File: config.mk
export PLATFORM = sky130hd
export DESIGN_NAME = fetch_unit
export DESIGN_NICKNAME = d
export VERILOG_FILES = /design/src/rtl/fetch_unit_pkg.sv /design/src/rtl/pc_next.sv /design/src/rtl/fetch_unit.sv
export SDC_FILE = /design/constraint.sdc
export NUM_CORES = 1
export LEC_CHECK = 0
export BUFFER_PORTS_ARGS = -buffer_cell sky130_fd_sc_hd__buf_2
export CORE_MARGIN = 2
export CORE_UTILIZATION = 55
export DETAILED_ROUTE_END_ITERATION = 8
export GPL_ROUTABILITY_DRIVEN = 1
export PLACE_DENSITY = 0.88
export SYNTH_ARGS = -nofsm -noshare
export SYNTH_HDL_FRONTEND = slang
export SYNTH_SLANG_ARGS = --single-unit
File: constraint.sdc
create_clock -name clk -period 8.1 [get_ports clk]
set_clock_uncertainty 0.05 [all_clocks]
set_input_delay 1.62 -clock clk [delete_from_list [all_inputs] [get_ports clk]]
set_output_delay 1.62 -clock clk [all_outputs]
set_load 0.02 [all_outputs]
File: src/rtl/fetch_unit_pkg.sv
// Shared definitions for the fetch stage: next-PC select codes (shared with
// control), instruction field layout, the canonical NOP and enable levels.
package fetch_unit_pkg;

    // Next-PC select codes driven by control.
    localparam int PC_OP_W = 2;
    localparam logic [PC_OP_W-1:0] PC_OP_DEFAULT = 2'b00;
    localparam logic [PC_OP_W-1:0] PC_OP_BRANCH  = 2'b01;
    localparam logic [PC_OP_W-1:0] PC_OP_JAL     = 2'b10;
    localparam logic [PC_OP_W-1:0] PC_OP_JALR    = 2'b11;

    // Instruction field widths and bit positions.
    localparam int INSTRUCTION_OPCODE_W   = 7;
    localparam int INSTRUCTION_FUNCT3_W   = 3;
    localparam int INSTRUCTION_FUNCT7_W   = 7;
    localparam int INSTRUCTION_OPCODE_LSB = 0;
    localparam int INSTRUCTION_FUNCT3_LSB = 12;
    localparam int INSTRUCTION_FUNCT7_LSB = 25;

    // addi x0, x0, 0 -- what the stage presents when nothing is held.
    localparam logic [31:0] INSTRUCTION_NOP = 32'h0000_0013;

    localparam logic ENABLE  = 1'b1;
    localparam logic DISABLE = 1'b0;

    // True when an address points at the start of a 32-bit word.
    function automatic logic word_aligned(input logic [31:0] addr);
        return (addr[1:0] == 2'b00);
    endfunction

endpackage

File: src/rtl/pc_next.sv
// Combinational next-PC selection and target alignment check. Kept separate
// so branch prediction can reuse the same target arithmetic.
module pc_next
    import fetch_unit_pkg::*;
(
    input  logic [31:0]        pc,
    input  logic [PC_OP_W-1:0] pc_op,
    input  logic [31:0]        imm_b,
    input  logic [31:0]        imm_j,
    input  logic [31:0]        imm_i,
    input  logic [31:0]        rs1_data,
    output logic [31:0]        next_pc,
    output logic               misaligned
);

    // Select the successor address; unknown codes fall through to pc + 4.
    always_comb begin
        next_pc = pc + 32'd4;
        case (pc_op)
            PC_OP_DEFAULT: next_pc = pc + 32'd4;
            PC_OP_BRANCH:  next_pc = pc + imm_b;
            PC_OP_JAL:     next_pc = pc + imm_j;
            PC_OP_JALR:    next_pc = (rs1_data + imm_i) & ~32'h1;
            default:       next_pc = pc + 32'd4;
        endcase
    end

    assign misaligned = ~word_aligned(next_pc);

endmodule

File: src/rtl/fetch_unit.sv
// Instruction fetch stage: owns the PC, fetches one word at a time over a
// req/ack handshake, holds it for decode until retire, then steers to the
// next PC. A misaligned target parks the stage in HALT until reset.
module fetch_unit
    import fetch_unit_pkg::*;
#(
    parameter logic [31:0] RESET_PC = 32'h0000_0000
) (
    input  logic                            clk,
    input  logic                            rst_n,
    output logic                            imem_req,
    output logic [31:0]                     imem_addr,
    input  logic                            imem_ack,
    input  logic [31:0]                     imem_rdata,
    input  logic                            retire,
    input  logic [PC_OP_W-1:0]              pc_op,
    input  logic [31:0]                     imm_b,
    input  logic [31:0]                     imm_j,
    input  logic [31:0]                     imm_i,
    input  logic [31:0]                     rs1_data,
    output logic                            inst_valid,
    output logic [31:0]                     inst,
    output logic [INSTRUCTION_OPCODE_W-1:0] opcode,
    output logic [INSTRUCTION_FUNCT3_W-1:0] funct3,
    output logic [INSTRUCTION_FUNCT7_W-1:0] funct7,
    output logic [31:0]                     pc,
    output logic [31:0]                     pc_plus4,
    output logic                            fetch_misaligned
);

    typedef enum logic [1:0] {
        IDLE  = 2'b00,
        FETCH = 2'b01,
        HOLD  = 2'b10,
        HALT  = 2'b11
    } state_t;

    state_t      state;
    state_t      state_next;
    logic [31:0] pc_q;
    logic [31:0] inst_q;
    logic        inst_valid_q;
    logic        misaligned_q;
    logic [31:0] next_pc;
    logic        target_misaligned;

    pc_next u_pc_next (
        .pc         (pc_q),
        .pc_op      (pc_op),
        .imm_b      (imm_b),
        .imm_j      (imm_j),
        .imm_i      (imm_i),
        .rs1_data   (rs1_data),
        .next_pc    (next_pc),
        .misaligned (target_misaligned)
    );

    // State register; reset drops straight to IDLE so imem_req falls at once.
    always_ff @(posedge clk or negedge rst_n) begin
        if (!rst_n) begin
            state <= IDLE;
        end else begin
            state <= state_next;
        end
    end

    // Next-state logic: ack matters only in FETCH, retire only in HOLD.
    always_comb begin
        state_next = state;
        case (state)
            IDLE:    state_next = FETCH;
            FETCH:   if (imem_ack) state_next = HOLD;
            HOLD:    if (retire) state_next = target_misaligned ? HALT : FETCH;
            HALT:    state_next = HALT;
            default: state_next = IDLE;
        endcase
    end

    // Capture fetched words, advance the PC on retire and latch misalignment.
    always_ff @(posedge clk or negedge rst_n) begin
        if (!rst_n) begin
            pc_q         <= RESET_PC;
            inst_q       <= INSTRUCTION_NOP;
            inst_valid_q <= DISABLE;
            misaligned_q <= DISABLE;
        end else begin
            case (state)
                FETCH: begin
                    if (imem_ack) begin
                        inst_q       <= imem_rdata;
                        inst_valid_q <= ENABLE;
                    end
                end
                HOLD: begin
                    if (retire) begin
                        inst_q       <= INSTRUCTION_NOP;
                        inst_valid_q <= DISABLE;
                        if (target_misaligned) begin
                            misaligned_q <= ENABLE;
                        end else begin
                            pc_q <= next_pc;
                        end
                    end
                end
                default: ;
            endcase
        end
    end

    assign imem_req         = (state == FETCH) ? ENABLE : DISABLE;
    assign imem_addr        = pc_q;
    assign inst             = inst_q;
    assign inst_valid       = inst_valid_q;
    assign opcode           = inst_q[INSTRUCTION_OPCODE_LSB +: INSTRUCTION_OPCODE_W];
    assign funct3           = inst_q[INSTRUCTION_FUNCT3_LSB +: INSTRUCTION_FUNCT3_W];
    assign funct7           = inst_q[INSTRUCTION_FUNCT7_LSB +: INSTRUCTION_FUNCT7_W];
    assign pc               = pc_q;
    assign pc_plus4         = pc_q + 32'd4;
    assign fetch_misaligned = misaligned_q;

endmodule

==> impl_metrics.py, run 1 <==
metrics = {
    "outcome": {
        "outcome": "finished clean",
    },
    "cts": {
        "h-tree-depth": 3,
        "cts_tree": "yes",
        "clock_latency_ns": 0.34,
        "cts-root-buf": "clkbuf_16",
        "cts-buffers-inserted": 9,
        "number_of_buffers_added_to_fix_hold_violations_after_cts": 0,
        "cts.reportedPaths.clkPinSlew_ns": 0.06,
        "cts_setup_buffers": 0,
        "cts-root-to-sink-buffers": 2,
        "cts_resized": 0,
        "cts_num_sinks": 68,
    },
    "worst_setup_path": {
        "slowest_delay_ns": 0.42,
        "rr_worst_depth": 11,
        "crit_start_category": "input pin",
        "cp_num_buf_inv": 3,
        "crit-reg2reg-capture": "imem_addr[28]",
        "worst_path_required_time_ns": 8.25,
        "critical_path.reg2reg.startpoint": "imem_addr[0]",
        "crit_chain": "buf_2 > inv_1 > ha_1 > buf_4 > mux2_2 > ha_1 > fa_1 > nand3_1 > nand2_1 > a211oi_1 > a41oi_1 > a21oi_1 > o21ai_0 > and4_1 > a2111oi_0 > o21ai_0",
        "critPathCaptureType": "flip-flop",
        "reg2reg_slack_ns": 4.67,
        "crit_type": "input pin to flip-flop",
        "critPathTopFamily": "compound AO/OA/AOI/OAI gates",
        "cp_data_arrival_time_ns": 5.50,
        "crit_path_top_delay_cell": "fa_1",
        "maximum_fanout_along_the_worst_path": 32,
    },
    "sta": {
        "min_period_ns": 5.35,
        "layout_worst_path_cycle_share_pct": 66.0,
        "tns_ns": 0,
        "slew_violations": 0,
        "max_clock_freq_ghz": 0.187,
        "setup_viol": 0,
        "slew-limit-headroom_pct": 23.7,
        "hold_viol": 0,
        "rsz0062_at_grt": "false",
        "hold_ws_ns": 0.434,
        "worst_max_slew_pin_slew_ns": 1.14,
        "post-route-worst-setup-slack_ns": 2.75,
    },
    "synthesis": {
        "edff_count_synth": 0,
        "synthesized_netlist_net_count": 1215,
        "synth_sequential_area_ratio_pct": 21.5,
        "post_synth_instance_area_mm2": 0.00792,
        "synth_area_in_compound_gates_pct": 27.4,
        "synthXorXnorAreaFrac_pct": 8.74,
        "total_of_flip_flops_plus_latches_after_synthesis": 68,
        "synth_top_family_by_area": "compound AO/OA/AOI/OAI gates",
        "multiplexer_area_fraction_after_synthesis_pct": 5.39,
        "post_synthesis_async_set_or_reset_flop_share_pct": 100,
        "synth-adder-area-share_pct": 11.9,
        "synthesis.area_per_instance_um2": 8.12,
        "synthDistinctLibCells": 64,
        "yosysWarningCount": 0,
        "netlist_instances": 975,
        "synthFlopType": "dfrtp_1",
        "synth_simple_gate_area_share_pct": 17.0,
    },
    "hold_path": {
        "hold_class": "flip-flop to flip-flop",
        "worstHoldStart": "fetch_misaligned",
        "worstHoldEndpoint": "fetch_misaligned",
        "min_path_cells": 1,
    },
    "floorplanning": {
        "placement_rows": 43,
        "die_w_um": 124,
        "core_area_mm2": 0.0140,
        "die_y_um": 124,
        "floorplan.initialDensity_pct": 56.6,
        "floorplan.die_area_mm2": 0.0154,
        "ioPinCount": 314,
    },
    "route": {
        "num_vias": 8607,
        "wl_um": 26000,
        "wl_per_cell_um": 18.7,
        "post-route-drc-count": 0,
        "detail_route.first_pass.iterations": 7,
        "detail_route.vias_per_cell": 6.17,
        "drt_first_iter_violations": 984,
        "antenna_left": 0,
    },
    "global_routing": {
        "grt_pass1_vias": 7663,
        "gr-total-overflow": 0,
        "global_route.usage.total_pct": 32.6,
        "grt_first_pass_wirelength_um": 38900,
        "grt_antenna_before_repair": 2,
        "largest_net_degree_at_the_start_of_global_routing": 69,
    },
    "placed_design": {
        "placed_cells": 1377,
        "place.gp.congestion": 0.967,
        "dp_hpwl_um": 20500,
        "dp_worst_setup_slack_ns": 2.46,
        "port_buffers": 313,
    },
    "job": {
        "cap_viol_max_count": 0,
    },
    "power_and_ir_drop": {
        "total_leakage_power_uw": 0.00474,
        "power_density_mw_per_mm2": 278,
        "max-vdd-ir-drop_mv": 0.143,
        "total_power_consumption_uw": 2650,
    },
    "cells_and_area": {
        "synthToLayoutAreaGrowth_pct": 20.3,
        "final_nets": 1448,
        "final_layout_size_suffix_gt1_share_pct": 31.7,
        "post_layout_nonfiller_instances": 1395,
    },
}
[worst max-delay path by stage]
| stage | cells past startpoint | from | endpoint |
|---|---|---|---|
| global route | 16 | pc_op[0] | imem_addr[28] |
| global placement | 16 | pc_op[0] | imem_addr[28] |
| CTS | 16 | pc_op[0] | imem_addr[28] |
| finish | 16 | pc_op[0] | imem_addr[28] |
| detailed placement | 16 | pc_op[0] | imem_addr[28] |
| floorplan | 16 | pc_op[0] | imem_addr[28] |
[synth_stat cells (4+ instances only)]
master	number	share of area, %
o211ai_1	5	0.47
a22oi_1	5	0.47
o21a_1	15	1.4
mux2_2	33	4.7
nor4_1	4	0.32
nor2_1	72	3.4
a211oi_1	12	1.1
and3_1	10	0.79
o31ai_1	6	0.57
nand3_1	31	2.0
or3_1	5	0.39
xor2_1	28	3.1
and2_1	6	0.47
a221oi_1	14	1.5
nand2b_1	10	0.79
buf_4	51	4.8
a22o_1	31	3.4
a211o_1	6	0.66
o21bai_1	7	0.66
ha_1	72	11
nor4b_1	4	0.44
nor3_1	15	0.95
clkbuf_1	44	2.1
o21ai_0	47	3.0
inv_1	19	0.90
o22ai_1	8	0.63
dfrtp_1	65	21
nand4_1	20	1.6
xnor2_1	51	5.6
a21oi_1	87	5.5
a31oi_1	16	1.3
a221o_1	4	0.51
a21o_1	26	2.5
a2111oi_0	5	0.55
or2_2	5	0.39
nor2b_1	10	0.79
nand2_1	75	3.6
mux2i_1	4	0.51
o22a_1	7	0.77
[routing by layer]
metal  global-route usage [%]  share of wire [%]
met1                     41.8                 40
met2                     52.3                 46
met3                     8.38                 11
met4                     13.0                3.5
met5                        0                  0
[flip-flops by register name (all words and copies together) (netlist names)]
register	flops
fetch_misaligned	1
inst	32
inst_valid	1
imem_addr	32
state	2
[area by class of cell]
type | instances | area [µm²]
flip-flops and latches | 68 | 1710
clock inverters | 6 | 88.8
repair buffers | 320 | 1620
fillers | 1214 | 4460
inverters | 19 | 71.3
clock buffers | 10 | 229
diodes | 2 | 5.00
multi-input cells | 790 | 5590
well taps | 180 | 225
[cell usage in the layout, fill, tap and decap left out, drive strengths merged, types with 6 or more instances in the layout]
cell type / count
a22o: 31
o21bai: 7
dfrtp: 65
a21oi: 88
xor2: 28
o31ai: 6
a21o: 26
o22ai: 8
buf: 320
nor3: 15
and2: 6
a31oi: 16
ha: 72
mux2: 34
o22a: 7
nor2b: 10
o21a: 15
nand2b: 10
clkbuf: 10
and3: 10
nor2: 72
nand3: 31
a221oi: 16
nand2: 76
inv: 19
nand4: 20
xnor2: 51
o21ai: 47
a211o: 6
a211oi: 12
[power by group]
part	leakage, µW	switching, µW	internal (µW)
sequential	0.000855	191	452
clock	0.000149	146	269
combinational	0.00374	978	618
total	0.00474	1310	1340
[through the flow]
stage / instance area, µm² / util [%]
2_1_floorplan: 7920 / -
3_3_place_gp: 9210 / 65.8
3_5_place_dp: 9210 / 65.8
4_1_cts: 9530 / 68.1
5_1_grt: 9530 / 68.1
6_report: 9530 / 68.1
[cell families after synthesis]
family,Yosys count
and+or+nand+nor,278
xor gates and xnor gates,79
muxes,38
DFF,68
buffers and inverters,117
AOI/OAI and AO/OA,321
adders and majority gates,74
Power figures use the tool's default switching activity.
==> run 2: changes to the inputs <==
--- a/config.mk
+++ b/config.mk
@@ -7,10 +7,10 @@
 export LEC_CHECK = 0
 export BUFFER_PORTS_ARGS = -buffer_cell sky130_fd_sc_hd__buf_2
 export CORE_MARGIN = 2
-export CORE_UTILIZATION = 55
+export CORE_UTILIZATION = 46
 export DETAILED_ROUTE_END_ITERATION = 8
 export GPL_ROUTABILITY_DRIVEN = 1
-export PLACE_DENSITY = 0.88
+export PLACE_DENSITY = 0.78
 export SYNTH_ARGS = -nofsm -noshare
 export SYNTH_HDL_FRONTEND = slang
 export SYNTH_SLANG_ARGS = --single-unit
==> constraint.sdc (replaced) <==
create_clock -name clk -period 4.4 [get_ports clk]
set_clock_uncertainty 0.05 [all_clocks]
set_input_delay 0.88 -clock clk [delete_from_list [all_inputs] [get_ports clk]]
set_output_delay 0.88 -clock clk [all_outputs]
set_load 0.02 [all_outputs]
==> impl_metrics.py, run 2 (same netlist as run 1, synthesis figures left out) <==
metrics = {
    "cts": {
        "cts.reportedPaths.clkPinSlew_ns": 0.05,
        "h-tree-depth": 3,
        "cts_num_sinks": 68,
        "cts-buffers-inserted": 9,
        "cts_setup_buffers": 0,
        "cts_tree": "yes",
        "clock_latency_ns": 0.33,
        "cts-root-buf": "clkbuf_16",
        "cts-root-to-sink-buffers": 2,
    },
    "power_and_ir_drop": {
        "power_density_mw_per_mm2": 497,
        "pwr-share-seq_pct": 23.9,
        "internal-power_uw": 2440,
        "combPwrFrac_pct": 63.1,
        "p_sw_share_pct": 49.8,
        "power.switching_uw": 2430,
        "max-vdd-ir-drop_mv": 0.297,
        "total_leakage_power_uw": 0.00488,
        "pwr-share-clk_pct": 13.0,
    },
    "route": {
        "detail_route.vias_per_cell": 5.85,
        "antenna_left": 0,
        "drt_first_iter_violations": 750,
        "wl_per_cell_um": 18.4,
        "detail_route.first_pass.iterations": 5,
        "num_vias": 8568,
        "post-route-drc-count": 0,
        "wl_um": 27000,
    },
    "floorplanning": {
        "core_area_mm2": 0.0167,
        "die_y_um": 135,
        "floorplan.die_area_mm2": 0.0183,
        "placement_rows": 47,
        "ioPinCount": 314,
        "die_w_um": 135,
        "floorplan.initialDensity_pct": 47.4,
    },
    "global_routing": {
        "global_route.usage.total_pct": 28.7,
        "gr-total-overflow": 0,
        "grt_first_pass_wirelength_um": 41500,
        "grt_pass1_vias": 7927,
        "grt_antenna_before_repair": 0,
        "largest_net_degree_at_the_start_of_global_routing": 41,
    },
    "sta": {
        "layout_worst_path_cycle_share_pct": 93.0,
        "tns_ns": 0,
        "setup_viol": 0,
        "slew_violations": 0,
        "slew-limit-headroom_pct": 29.8,
        "hold_ws_ns": 0.417,
        "rsz0062_at_grt": "false",
        "max_clock_freq_ghz": 0.244,
        "hold_viol": 0,
        "worst_max_slew_pin_slew_ns": 1.05,
        "min_period_ns": 4.09,
    },
    "cells_and_area": {
        "post_layout_nonfiller_instances": 1464,
        "final_layout_size_suffix_gt1_share_pct": 33.5,
        "final_nets": 1479,
        "final_cell_mix": "buf_2, a21oi_1, nand2_1",
        "commonest_non_fill_non_tap_cell_in_the_layout": "buf_2",
        "finalInstanceArea_mm2": 0.00979,
        "layout.core_utilization_pct": 58.6,
        "synthToLayoutAreaGrowth_pct": 23.6,
        "insertedDiodeCount": 0,
    },
    "placed_design": {
        "postPlaceCellArea_mm2": 0.00950,
        "port_buffers": 313,
        "dp_hpwl_um": 22000,
        "placed_cells": 1448,
        "place.gp.congestion": 1.01,
    },
    "worst_setup_path": {
        "crit_start_category": "input pin",
        "slowest_delay_ns": 0.56,
        "crit_path_top_delay_cell": "a2111oi_1",
        "cp_data_arrival_time_ns": 4.22,
        "crit_chain": "buf_2 > inv_1 > ha_1 > buf_12 > mux2_2 > ha_1 > a21oi_1 > o21ai_0 > a2111oi_1 > a21oi_1 > nor4b_2 > o31ai_1 > xnor2_1 > a221oi_1 > a211oi_1",
        "crit_type": "input pin to flip-flop",
        "maximum_fanout_along_the_worst_path": 24,
        "worst_path_required_time_ns": 4.53,
        "critPathCaptureType": "flip-flop",
    },
    "job": {
        "cap_viol_max_count": 0,
    },
    "outcome": {
        "outcome": "finished clean",
    },
    "hold_path": {
        "hold_class": "flip-flop to flip-flop",
    },
}
run 2: cell types whose count changed in the layout (fill, tap and decap cells not counted), moves of 2 or more:
cell       previous run  this run
bufinv_16             2         0
a2111oi_0             5         2
a2111oi_1             0         3
buf_4                 7        37
diode_2               2         0
clkinv_2              1         3
run 2: final timing paths:
kind	startpoint	end	slack (ns)	depth (start not counted)
max in group asynchronous	rst_n	inst[4]	2.76	2
max	pc_op[0]	imem_addr[31]	0.31	15
max reg2reg	imem_addr[0]	imem_addr[28]	1.19	11
min	fetch_misaligned	fetch_misaligned	0.42	1
min reg2reg	fetch_misaligned	fetch_misaligned	0.42	1
min in group asynchronous	rst_n	imem_addr[1]	0.59	1
run 2: repair_timing:
item	in CTS	in global routing
resized for setup	0	6
setup endpoints to repair	0	2
hold buffers	0	0
run 2: worst max-delay path, delay by kind of cell:
| family | cells | cell delay, ns |
|---|---|---|
| AOI/OAI and AO/OA | 7 | 1.63 |
| xor gates and xnor gates | 1 | 0.13 |
| adders and majority gates | 2 | 0.55 |
| buffers and inverters | 3 | 0.38 |
| muxes | 1 | 0.35 |
| and+or+nand+nor | 1 | 0.28 |
run 2: per-stage QoR:
| stage | total power, µW | worst slack [ns] |
|---|---|---|
| 2_1_floorplan | 3270 | 0.0383 |
| 3_3_place_gp | 4160 | 0.0544 |
| 3_5_place_dp | 4180 | -0.0596 |
| 4_1_cts | 4830 | 0.285 |
| 5_1_grt | 5180 | 0.00146 |
| 6_report | 4870 | 0.310 |
run 2: area by class of cell:
| class | count | area (µm²) |
|---|---|---|
| Clock buffer | 11 | 233 |
| Clock inverter | 5 | 30.0 |
| Fill cell | 1483 | 6910 |
| Inverter | 19 | 71.3 |
| Multi-Input combinational cell | 790 | 5610 |
| Sequential cell | 68 | 1710 |
| Tap cell | 220 | 275 |
| Timing Repair Buffer | 351 | 1860 |
run 2: power by group through the flow:
stage	Sequential [µW]	Clock, µW	Combinational [µW]
6_report	1160	634	3070
5_1_grt	1190	674	3310
4_1_cts	1150	643	3030
3_5_place_dp	1160	0	3010
3_3_place_gp	1150	0	3010
2_1_floorplan	1320	0	1950
run 2: routing by layer:
layer / GRT usage (%) / share of wire, % / up-vias
li1: - / - / 4125
met1: 37.6 / 40 / 3901
met2: 48.7 / 48 / 482
met3: 3.40 / 8.9 / 60
met4: 10.9 / 3.5 / 0
met5: 0 / 0 / -
==> run 3: changes to the inputs <==
--- a/config.mk
+++ b/config.mk
@@ -5,12 +5,14 @@
 export SDC_FILE = /design/constraint.sdc
 export NUM_CORES = 1
 export LEC_CHECK = 0
+export ABC_AREA = 1
 export BUFFER_PORTS_ARGS = -buffer_cell sky130_fd_sc_hd__buf_2
 export CORE_MARGIN = 2
-export CORE_UTILIZATION = 46
+export CORE_UTILIZATION = 49
 export DETAILED_ROUTE_END_ITERATION = 8
 export GPL_ROUTABILITY_DRIVEN = 1
-export PLACE_DENSITY = 0.78
+export PLACE_DENSITY = 0.79
 export SYNTH_ARGS = -nofsm -noshare
 export SYNTH_HDL_FRONTEND = slang
+export SYNTH_HIERARCHICAL = 1
 export SYNTH_SLANG_ARGS = --single-unit
==> impl_metrics.py, run 3 <==
metrics = {
    "outcome": {
        "outcome": "finished clean",
    },
    "global_routing": {
        "largest_net_degree_at_the_start_of_global_routing": 65,
        "gr-total-overflow": 0,
        "grt_pass1_vias": 11033,
        "grt_first_pass_wirelength_um": 56800,
        "grt_antenna_before_repair": 1,
        "global_route.usage.total_pct": 32.6,
    },
    "sta": {
        "slew-limit-headroom_pct": 31.7,
        "max_clock_freq_ghz": 0.267,
        "tns_ns": 0,
        "rsz0062_at_grt": "false",
        "layout_worst_path_cycle_share_pct": 85.0,
        "worst_max_slew_pin_slew_ns": 1.02,
        "hold_viol": 0,
        "min_period_ns": 3.74,
        "setup_viol": 0,
        "slew_violations": 0,
    },
    "route": {
        "drt_first_iter_violations": 942,
        "wl_per_cell_um": 15.5,
        "wl_um": 36500,
        "antenna_left": 0,
        "detail_route.first_pass.iterations": 7,
        "post-route-drc-count": 0,
        "detail_route.vias_per_cell": 5.13,
        "num_vias": 12105,
    },
    "synthesis": {
        "synthFlopType": "dfrtp_1",
        "synth.area.top_cells": "nand2_1, dfrtp_1, inv_1",
        "synthXorXnorAreaFrac_pct": 3.33,
        "netlist_instances": 1830,
        "synth_sequential_area_ratio_pct": 16.6,
        "synthesized_netlist_net_count": 2069,
        "synthDistinctLibCells": 39,
        "multiplexer_area_fraction_after_synthesis_pct": 3.52,
        "synth_area_in_compound_gates_pct": 7.18,
        "synth_simple_gate_area_share_pct": 44.5,
        "total_of_flip_flops_plus_latches_after_synthesis": 68,
        "synth_most_common_cell": "nand2_1",
        "yosys.area.top_type": "nand2_1",
        "netlist.area_leader.share_pct": 28.2,
        "synth-adder-area-share_pct": 9.06,
        "synthesis.area_per_instance_um2": 5.60,
        "synth_top_family_by_area": "simple AND/OR/NAND/NOR gates",
        "post_synth_instance_area_mm2": 0.0103,
        "yosysWarningCount": 6,
        "post_synthesis_async_set_or_reset_flop_share_pct": 100,
        "edff_count_synth": 0,
        "post_synth_most_frequent_cells": "nand2_1, inv_1, nor2_1",
    },
    "worst_setup_path": {
        "cp_data_arrival_time_ns": 3.95,
        "crit_chain": "buf_2 > inv_1 > ha_1 > buf_12 > mux2_2 > ha_1 > nand2_1 > nor2_1 > nand3_1 > nand3_1 > nand3_1 > nand3b_1 > nand3_1 > nand2_1 > nand2_1 > nand2_1 > inv_1 > o21ai_0",
        "critPathTopFamily": "simple AND/OR/NAND/NOR gates",
        "critPathCaptureType": "flip-flop",
        "crit_path_top_delay_cell": "mux2_2",
        "slowest_delay_ns": 0.40,
        "worst_setup_path_startpoint": "pc_op[0]",
        "critical_path.reg2reg.startpoint": "imem_addr[12]",
        "worst_path_required_time_ns": 4.61,
        "maximum_fanout_along_the_worst_path": 24,
        "crit_type": "input pin to flip-flop",
        "crit_start_category": "input pin",
        "cp_num_buf_inv": 4,
    },
    "cells_and_area": {
        "final_cell_mix": "nand2_1, buf_2, inv_1",
        "final_layout_size_suffix_gt1_share_pct": 19.3,
        "layout.core_utilization_pct": 59.1,
        "final_nets": 2323,
        "multi_input_comb_area_mm2": 0.00693,
        "area.sequential_mm2": 0.00171,
        "fill_cells": 2079,
        "synthToLayoutAreaGrowth_pct": 17.4,
        "commonest_non_fill_non_tap_cell_in_the_layout": "nand2_1",
    },
    "cts": {
        "cts_setup_buffers": 0,
        "clock_latency_ns": 0.33,
        "cts-root-buf": "clkbuf_16",
        "cts_resized": 0,
        "number_of_buffers_added_to_fix_hold_violations_after_cts": 0,
        "cts_num_sinks": 68,
        "cts.reportedPaths.clkPinSlew_ns": 0.06,
        "cts-buffers-inserted": 9,
        "cts-root-to-sink-buffers": 2,
        "h-tree-depth": 3,
        "cts_tree": "yes",
    },
    "power_and_ir_drop": {
        "power_density_mw_per_mm2": 523,
        "max-vdd-ir-drop_mv": 0.232,
        "total_power_consumption_uw": 6290,
        "total_leakage_power_uw": 0.00741,
    },
    "job": {
        "cap_viol_max_count": 0,
    },
    "floorplanning": {
        "placement_rows": 52,
        "ioPinCount": 314,
        "core_area_mm2": 0.0204,
        "die_w_um": 149,
        "floorplan.die_area_mm2": 0.0221,
        "die_y_um": 149,
        "floorplan.initialDensity_pct": 50.3,
    },
    "placed_design": {
        "port_buffers": 313,
        "dp_hpwl_um": 30000,
        "place.gp.congestion": 1.02,
    },
    "hold_path": {
        "hold_class": "flip-flop to flip-flop",
        "worstHoldStart": "inst[9]",
    },
}
## run 3: cell types whose count changed after synthesis, moves of 12 or more
cell and delta:
a211oi_1 -12, a21o_1 -25, a21oi_1 -20, a221oi_1 -14, a22o_1 -31, a31oi_1 -12, clkbuf_1 -28, inv_1 +273
nand2_1 +696, nand3_1 +76, nand3b_1 +14, nor2_1 +67, o21a_1 -15, xnor2_1 -38
## run 3: logic make-up (layout without fill, tap and decap cells)
| group | count (synthesis) | in the layout |
|---|---|---|
| and+or+nand+nor | 1104 | 1104 |
| buffers and inverters | 374 | 633 |
| AOI/OAI and AO/OA | 140 | 140 |
| adders and majority gates | 73 | 73 |
| DFF | 68 | 68 |
| xor gates and xnor gates | 39 | 39 |
| muxes | 32 | 32 |
| other | 0 | 1 |
## run 3: power breakdown
| group | switching [µW] | total, µW | internal [µW] |
|---|---|---|---|
| sequential | 659 | 1530 | 868 |
| combinational | 2680 | 4030 | 1350 |
| clock | 274 | 727 | 454 |
## run 3: per-layer routing
metal,GRT usage (%),share of wire (%)
met1,41.7,43
met2,56.5,47
met3,4.05,7.8
met4,11.6,3.1
met5,0,0
## run 3: layout make-up
type                            count  area share [%]
Multi-Input combinational cell   1388            57.6
Sequential cell                    68            14.2
Timing Repair Buffer              323            13.7
Inverter                          294            9.17
Tap cell                          270            2.81
Clock buffer                       10            1.99
Clock inverter                      6           0.520
Antenna cell                        1          0.0208
## run 3: worst paths after layout
kind | endpoint | slack, ns | cells after the start
worst max-delay path | imem_addr[18] | 0.66 | 18
worst min-delay path | inst[9] | 0.42 | 2
worst max register to register | imem_addr[31] | 1.64 | 16
worst min register to register | inst[9] | 0.42 | 2
max in group asynchronous | inst[19] | 2.71 | 2
min in group asynchronous | inst[11] | 0.68 | 1
## run 3: through the flow
stage / worst slack (ns) / instance area (µm²) / std cells / hold slack [ns]
final: 0.660 / 12000 / 2360 / 0.420
after global routing: 0.377 / 12000 / 2360 / 0.427
after CTS: 0.748 / 12000 / 2359 / 0.418
after detailed placement: 0.412 / 11700 / 2343 / 0.407
after global placement: 0.367 / 11700 / 2343 / 0.398
after floorplan: 0.545 / 10300 / 1830 / 0.503
## run 3: tightest hold or removal path, stage by stage, from the launching register on
cell	delay, ns
dfrtp_1	0.33
nand2_1	0.05
nand2_1	0.05
